$ cat config.mk
export PLATFORM = sky130hd
export DESIGN_NAME = regfile_sb
export DESIGN_NICKNAME = d
export VERILOG_FILES = /design/src/rtl/regfile_sb.sv
export SDC_FILE = /design/constraint.sdc
export NUM_CORES = 2
export LEC_CHECK = 0
export BUFFER_PORTS_ARGS = -buffer_cell sky130_fd_sc_hd__buf_2
export CORE_MARGIN = 2
export CORE_UTILIZATION = 45
export CTS_CLUSTER_SIZE = 12
export DETAILED_ROUTE_END_ITERATION = 7
export GPL_TIMING_DRIVEN = 0
export REMOVE_ABC_BUFFERS = 1
export SYNTH_ARGS = -nofsm -noshare
export SYNTH_HDL_FRONTEND = slang
export SYNTH_SLANG_ARGS = --single-unit
$ cat constraint.sdc
create_clock -name clk -period 4.7 [get_ports clk]
set_clock_uncertainty 0.15 [all_clocks]
set_input_delay 0.235 -clock clk [delete_from_list [all_inputs] [get_ports clk]]
set_output_delay 0.235 -clock clk [all_outputs]
set_load 0.02 [all_outputs]
$ cat src/rtl/regfile_sb.sv
// 2-read/2-write register file with a per-register busy scoreboard and a busy counter.
// Define REGFILE_BYPASS_EN to forward same-cycle writeback data and busy clears to the read ports.
module regfile_sb #(
    parameter int XLEN     = 32,
    parameter int NREGS    = 32,
    parameter int ZERO_REG = 1,
    localparam int AW      = (NREGS > 1) ? $clog2(NREGS) : 1
) (
    input  logic            clk,
    input  logic            rst_n,
    input  logic [AW-1:0]   rd_addr1,
    output logic [XLEN-1:0] rd_data1,
    output logic            rd_busy1,
    input  logic [AW-1:0]   rd_addr2,
    output logic [XLEN-1:0] rd_data2,
    output logic            rd_busy2,
    input  logic            wr_en0,
    input  logic [AW-1:0]   wr_addr0,
    input  logic [XLEN-1:0] wr_data0,
    input  logic            wr_en1,
    input  logic [AW-1:0]   wr_addr1,
    input  logic [XLEN-1:0] wr_data1,
    input  logic            iss_en,
    input  logic [AW-1:0]   iss_addr,
    input  logic            flush,
    output logic [AW:0]     busy_cnt
);

    logic [XLEN-1:0]  regs [NREGS];
    logic [NREGS-1:0] busy;
    logic [NREGS-1:0] busy_nxt;

    logic [AW-1:0]    rd_addr [2];
    logic [XLEN-1:0]  rd_data [2];
    logic             rd_busy [2];

    // Out-of-range addresses and a hardwired r0 behave as absent registers.
    function automatic logic legal(input logic [AW-1:0] a);
        return (int'(a) < NREGS) && !((ZERO_REG != 0) && (a == '0));
    endfunction

    function automatic logic [AW:0] popcount(input logic [NREGS-1:0] v);
        logic [AW:0] n;
        n = '0;
        for (int i = 0; i < NREGS; i++)
            n = n + (AW+1)'(v[i]);
        return n;
    endfunction

    logic wr_ok0, wr_ok1, iss_ok;
    assign wr_ok0 = wr_en0 && legal(wr_addr0);
    assign wr_ok1 = wr_en1 && legal(wr_addr1);
    assign iss_ok = iss_en && legal(iss_addr);

    // Issue is applied after the writeback clears so the younger producer keeps the bit.
    always_comb begin
        busy_nxt = busy;
        if (wr_ok0)
            busy_nxt[wr_addr0] = 1'b0;
        if (wr_ok1)
            busy_nxt[wr_addr1] = 1'b0;
        if (iss_ok)
            busy_nxt[iss_addr] = 1'b1;
        if (flush)
            busy_nxt = '0;
    end

    always_ff @(posedge clk or negedge rst_n) begin
        if (!rst_n) begin
            for (int i = 0; i < NREGS; i++)
                regs[i] <= '0;
            busy     <= '0;
            busy_cnt <= '0;
        end else begin
            if (wr_ok0)
                regs[wr_addr0] <= wr_data0;
            if (wr_ok1)
                regs[wr_addr1] <= wr_data1;
            busy     <= busy_nxt;
            busy_cnt <= popcount(busy_nxt);
        end
    end

    assign rd_addr[0] = rd_addr1;
    assign rd_addr[1] = rd_addr2;

    always_comb begin
        for (int p = 0; p < 2; p++) begin
            rd_data[p] = '0;
            rd_busy[p] = 1'b0;
            if (legal(rd_addr[p])) begin
                rd_data[p] = regs[rd_addr[p]];
                rd_busy[p] = busy[rd_addr[p]];
`ifdef REGFILE_BYPASS_EN
                // Forwarding is suppressed in reset so reads stay zero there.
                if (rst_n) begin
                    if (wr_ok1 && (wr_addr1 == rd_addr[p])) begin
                        rd_data[p] = wr_data1;
                        rd_busy[p] = 1'b0;
                    end else if (wr_ok0 && (wr_addr0 == rd_addr[p])) begin
                        rd_data[p] = wr_data0;
                        rd_busy[p] = 1'b0;
                    end
                    if (iss_ok && (iss_addr == rd_addr[p]))
                        rd_busy[p] = 1'b1;
                end
`endif
            end
        end
    end

    assign rd_data1 = rd_data[0];
    assign rd_busy1 = rd_busy[0];
    assign rd_data2 = rd_data[1];
    assign rd_busy2 = rd_busy[1];

endmodule

# Word-level counts from Yosys, hierarchy flattened
# Cells that the tools add are included.
[totals]
register_bits = 1062
latchBits = 0
ram_bits = 0
romBits = 0
in_bits = 95
output_inout_bits = 72
elab_cells = 136
memories = 0
[op_classes]
n_addsub = 31
n_mul = 0
n_div = 0
order_cmp = 14
n_eq_ne = 0
n_shift = 0
mux = 32
bitwise = 9
n_reduce_logical = 16
[ops]
columns = ["cell", "n"]
rows = [
  ["1024-bit bitwise mux", 2],
  ["1024-bit 2-to-1 mux", 2],
  ["32-bit 2-to-1 mux", 12],
  ["32-bit binary-select mux with 5-bit select", 2],
  ["32-bit demux with 5-bit select", 2],
  ["6-bit by 1-bit adder with 6-bit output", 26],
  ["32-bit bitwise AND", 2],
  ["32-bit NOT", 2],
  ["32-bit bitwise OR", 1],
  ["5-bit by 6-bit < comparator with 1-bit output, second input constant", 5],
  ["5-bit zero test", 5],
  ["6-bit greater-or-equal comparator, second input constant", 4],
  ["5-bit NOT with 6-bit output", 4],
  ["1-bit demux with 5-bit select", 3],
  ["5-bit by 1-bit greater-or-equal comparator with 1-bit output, second input constant", 3],
  ["6-bit by 1-bit < comparator with 1-bit output, second input constant", 2],
  ["1-bit binary-select mux with 5-bit select", 2],
  ["1-bit logical AND", 8],
  ["1-bit 2-to-1 mux", 7],
  ["5-bit by 1-bit adder with 6-bit output", 1],
  ["4-bit by 1-bit adder with 5-bit output", 1],
  ["3-bit by 1-bit adder with 4-bit output", 1],
  ["2-bit by 1-bit adder with 3-bit output", 1],
  ["1-bit zero test", 3],
  ["1-bit by 1-bit adder with 2-bit output", 1],
]

# Depth between registers and ports, before layout
[logic_depth]
word_depth = 43
mapped_depth = 22
depth_no_buf = 20

# Worst setup path after synthesis
# Ideal clock, no wire load.
[synth_path]
path_kind = "input to register"
startpoint = "input wr_addr0[1]"
endpoint = "register busy_cnt[4]"
setup_time_ns = 0.123
t_arrival_ns = 5.249
required_ns = 4.427
slack_ns = -0.821
path_stages = 22
n_path_buf = 2
path_cell_list = "buf_2 -> and3b_1 -> nand3_1 -> buf_2 -> nand3b_1 -> a21o_1 -> fa_1 -> fa_1 -> inv_1 -> fa_1 -> inv_1 -> fa_1 -> fa_1 -> fa_1 -> inv_1 -> ha_1 -> inv_1 -> fa_1 -> inv_1 -> a21o_1 -> a21oi_1 -> xnor2_1"
[synth_via]
elab_chain_len = 43
elab_cells_between_ends = 47
cone_classes = "31 x add/sub; 2 x order compare; 6 x mux; 4 x bitwise; 4 x reduce/logical"
[synth_lines]
columns = ["item", "line_no", "source"]
rows = [
  ["start: declaration", "18", "input logic [AW-1:0] wr_addr0,"],
  ["5-bit by 6-bit < comparator with 1-bit output (not written as such) / 5-bit by 1-bit greater-or-equal comparator with 1-bit output (equally long branches)", "59", "busy_nxt[wr_addr0] = 1'b0;"],
  ["1-bit logical AND (not written as such)", "59", ""],
  ["1-bit 2-to-1 mux (not written as such)", "59", ""],
  ["1-bit demux with 5-bit select", "59", ""],
  ["32-bit NOT (no source line)", "n/a", ""],
  ["32-bit bitwise AND (no source line)", "n/a", ""],
  ["32-bit 2-to-1 mux (*)", "58", "if (wr_ok0)"],
  ["32-bit bitwise AND (no source line)", "n/a", ""],
  ["[... 3 more ...]", "n/a", ""],
  ["32-bit 2-to-1 mux (*)", "64", "if (flush)"],
  ["1-bit by 1-bit adder with 2-bit output", "46", "n = n + (AW+1)'(v[i]);"],
  ["2-bit by 1-bit adder with 3-bit output", "46", ""],
  ["3-bit by 1-bit adder with 4-bit output", "46", ""],
  ["4-bit by 1-bit adder with 5-bit output", "46", ""],
  ["5-bit by 1-bit adder with 6-bit output", "46", ""],
  ["6-bit by 1-bit adder with 6-bit output (25 in series)", "46", ""],
  ["6-bit by 1-bit adder with 6-bit output (*)", "46", ""],
  ["end signal: assignment", "80", "busy_cnt <= popcount(busy_nxt);"],
  ["end: declaration", "26", "output logic [AW:0] busy_cnt"],
]
# Mark *: on every way between the ends. The rest lies on a longest branch, timed or not.

# Worst setup path in the final report
[layout_path]
startpoint = "input wr_addr0[0]"
endpoint = "register busy_cnt[2]"
# Same word-level chain as after synthesis.

==> results.py <==
metrics = {
    "pwr": {
        "leakagePower_uw": 0.0326,
        "p_per_area_mw_per_mm2": 406,
        "vdd_drop_max_mv": 0.331,
    },
    "setup_path": {
        "path_buf_inv": 5,
        "cp_max_fo": 13,
        "path_delay_family": "adder cells",
        "max_stage_delay_ns": 0.85,
        "cp-end-kind": "flip-flop",
        "crit_path_start_kind": "input pin",
        "critPathArrivalTime_ns": 5.48,
        "crit_type": "input pin to flip-flop",
        "crit_top_cell": "fa_1",
        "path_cells": "clkbuf_4 > nor2_2 > nand4_1 > a32o_1 > nand2b_1 > fa_1 > fa_1 > fa_1 > fa_1 > inv_2 > ha_4 > inv_2 > fa_2 > buf_4 > buf_6 > xnor2_2",
        "cp.required_ns": 5.20,
        "slowest_stage": "nand4_1",
    },
    "cells_and_area": {
        "multi_input_area_mm2": 0.0375,
        "nets": 6501,
        "register_area_mm2": 0.0266,
        "fin_area_mm2": 0.0776,
        "fill_cells": 12647,
        "drive_above_1_share_pct": 17.9,
        "area_growth_syn_to_layout_pct": 16.0,
        "instances_no_fill": 8414,
    },
    "status": {
        "violations": "setup timing",
        "status": "finished with violations",
    },
    "timing": {
        "rsz0062_at_grt": "true",
        "relSlewSlack_pct": 3.70,
        "setup_viol": 5,
        "period_needed_ns": 4.98,
        "fmax_mhz": 201,
        "fin_crit_sh_pct": 106,
        "finalWorstSetupSlack_ns": -0.279,
        "fin_tns_setup_ns": -1.13,
        "holdWs_ns": 0.0511,
        "slew_viol_final": 0,
        "tightest_slew_ns": 1.44,
        "hold_viol_final": 0,
    },
    "logic_synthesis": {
        "syn_area_mm2": 0.0669,
        "synth_top_cells_by_count": "1248 x mux2i_1, 1062 x dfrtp_1, 609 x nand2_1",
        "netlist_top_cells_area": "dfrtp_1 40%, mux2i_1 19%, mux4_2 12%",
        "synth_edf_count": 0,
        "synthCells": 6480,
        "synthDistinctLibCells": 62,
        "yosysWarnings": 0,
        "synthArstFlopShare_pct": 100,
        "synth_most_common_cell": "mux2i_1",
        "synth_ff_type": "dfrtp_1",
        "yosysTopAreaCell": "dfrtp_1",
        "syn_avg_cell_area_um2": 10.3,
        "synth-seq-cells": 1062,
        "ys_seq_area_share_pct": 39.7,
        "synth_top_area_share_pct": 39.7,
    },
    "placement": {
        "postPlaceCellArea_mm2": 0.0705,
        "gp_congestion": 0.828,
        "place.port_buffers": 166,
        "dp_hpwl_um": 164000,
        "placed_cells": 7938,
        "place_ws_ns": -2.71,
    },
    "floorplanning": {
        "dieArea_mm2": 0.152,
        "start_util_pct": 45.3,
        "die_h_um": 390,
        "core_area_mm2": 0.148,
        "num_io_pins": 167,
        "rows": 141,
        "die_x_um": 390,
    },
    "global_routing": {
        "grt_start_max_net_pins": 156,
        "grt_pass1_vias": 55083,
        "antenna_found_initial": 10,
        "grt_first_pass_wirelength_um": 405000,
        "grt.overflow.total": 0,
        "grtUsageTotal_pct": 36.8,
    },
    "routing": {
        "drt-total-wl_um": 286000,
        "first_pass_iters": 8,
        "drc": 0,
        "avgViaCountPerCell": 6.78,
        "drtIter0Drc": 8851,
        "ant_nets": 0,
        "routedWlPerCell_um": 33.9,
        "vias": 57055,
    },
    "clock_tree": {
        "cts_tree": "done",
        "path_clk_slew_ns": 0.06,
        "clock_path_buffers": 3,
        "clock-sinks": 1062,
        "clk_latency_ns": 0.77,
        "cts_buffers": 121,
        "htreeDepth": 3,
        "cts_root_buf": "clkbuf_16",
    },
    "hold_path": {
        "min_path_type": "input pin to flip-flop",
    },
    "run": {
        "max-cap-violations": 0,
    },
}
[cell families after synthesis]
logic type	count (synthesis)	synth area share, %
adders and majority gates	31	0.849
AOI/OAI and AO/OA	1483	13.1
xor gates and xnor gates	3	0.0393
muxes	1677	32.0
buffers and inverters	814	5.48
DFF	1062	39.7
and+or+nand+nor	1410	8.83
[path summary, 6_finish.rpt]
check | start | endpoint | slack, ns | cells after the start
hold / removal | wr_en0 | regs[806] | 0.05 | 4
max in group asynchronous | rst_n | busy[4] | 1.25 | 7
setup / recovery | wr_addr0[0] | busy_cnt[2] | -0.28 | 16
min in group asynchronous | rst_n | regs[66] | 0.46 | 4
setup reg to reg | busy[13] | busy_cnt[2] | -0.25 | 15
hold reg to reg | regs[1023] | regs[1023] | 0.25 | 0
[stage by stage]
stage          util (%)  power, uW
2_1_floorplan         -      17800
3_3_place_gp       45.1      20400
3_5_place_dp       47.8      20600
4_1_cts            52.4      31300
5_1_grt            52.5      32700
6_report           52.6      31500
[registers in the layout (all words and copies together), names as in the netlist]
register	count
regs	1024
busy	32
busy_cnt	6
[worst min-delay path: stages]
cell     delay (ns)
buf_6          0.16
and3_4         0.27
mux2i_1        0.17
o21ai_0        0.08
[cells in the final DEF, fill, tap and decap left out, types with 21 or more instances in the layout]
master         Yosys  routed
a22oi_1           66      66
a21oi_1          598     596
a32oi_1           58      57
buf_2            156     147
nand4_1           36      36
buf_12             1      66
clkbuf_8           0      30
dlygate4sd3_1      0     156
dfrtp_1         1062    1062
buf_16             0      69
buf_8              1      21
clkbuf_16          0     124
nor2b_1           51      43
clkinv_2           0      25
nor2_4             2      21
o221ai_1          66      66
buf_4             74      73
a221oi_1          48      48
a31oi_1           26      26
fa_1              24      22
mux4_2           363     363
a311oi_1          33      33
mux2i_1         1248    1248
clkbuf_1         498      25
a211oi_1          66      65
inv_1             28      23
mux2_2            66      66
nor2_1           604     590
o21ai_0          464     464
nand2_1          609     585
[metal layers]
| metal | vias up | track usage, % | part of all wire (%) |
|---|---|---|---|
| met4 | 6 | 22.7 | 7.0 |
| met1 | 28295 | 48.4 | 37 |
| met5 | - | 0 | 0.014 |
| met2 | 4261 | 54.0 | 43 |
| met3 | 1021 | 9.93 | 12 |
| li1 | 23472 | - | - |
[what timing repair did]
item                                    4_1_cts  5_1_grt
endpoints found under the setup margin        6        8
hold endpoints to repair                   1348        0
hold buffers                                158        0
buffers inserted                             52       23
pin swaps                                    38       21
gates cloned                                 11        2
gates resized for setup                      59       18
[power by group]
part,leakage (uW),internal (uW),switching [uW]
Sequential,0.0130,11400,1900
Clock,0.00215,6310,4220
Combinational,0.0174,3950,3670
Total,0.0326,21700,9790
[layout make-up]
cell class	count	area share (%)
clock inverters	45	0.938
diodes	8	0.0258
clock buffers	179	4.65
multi-input cells	4614	48.4
inverters	29	0.148
repair buffers	547	8.51
well taps	1930	3.11
flip-flops and latches	1062	34.2
No activity file was read; power rests on OpenSTA's default activity.
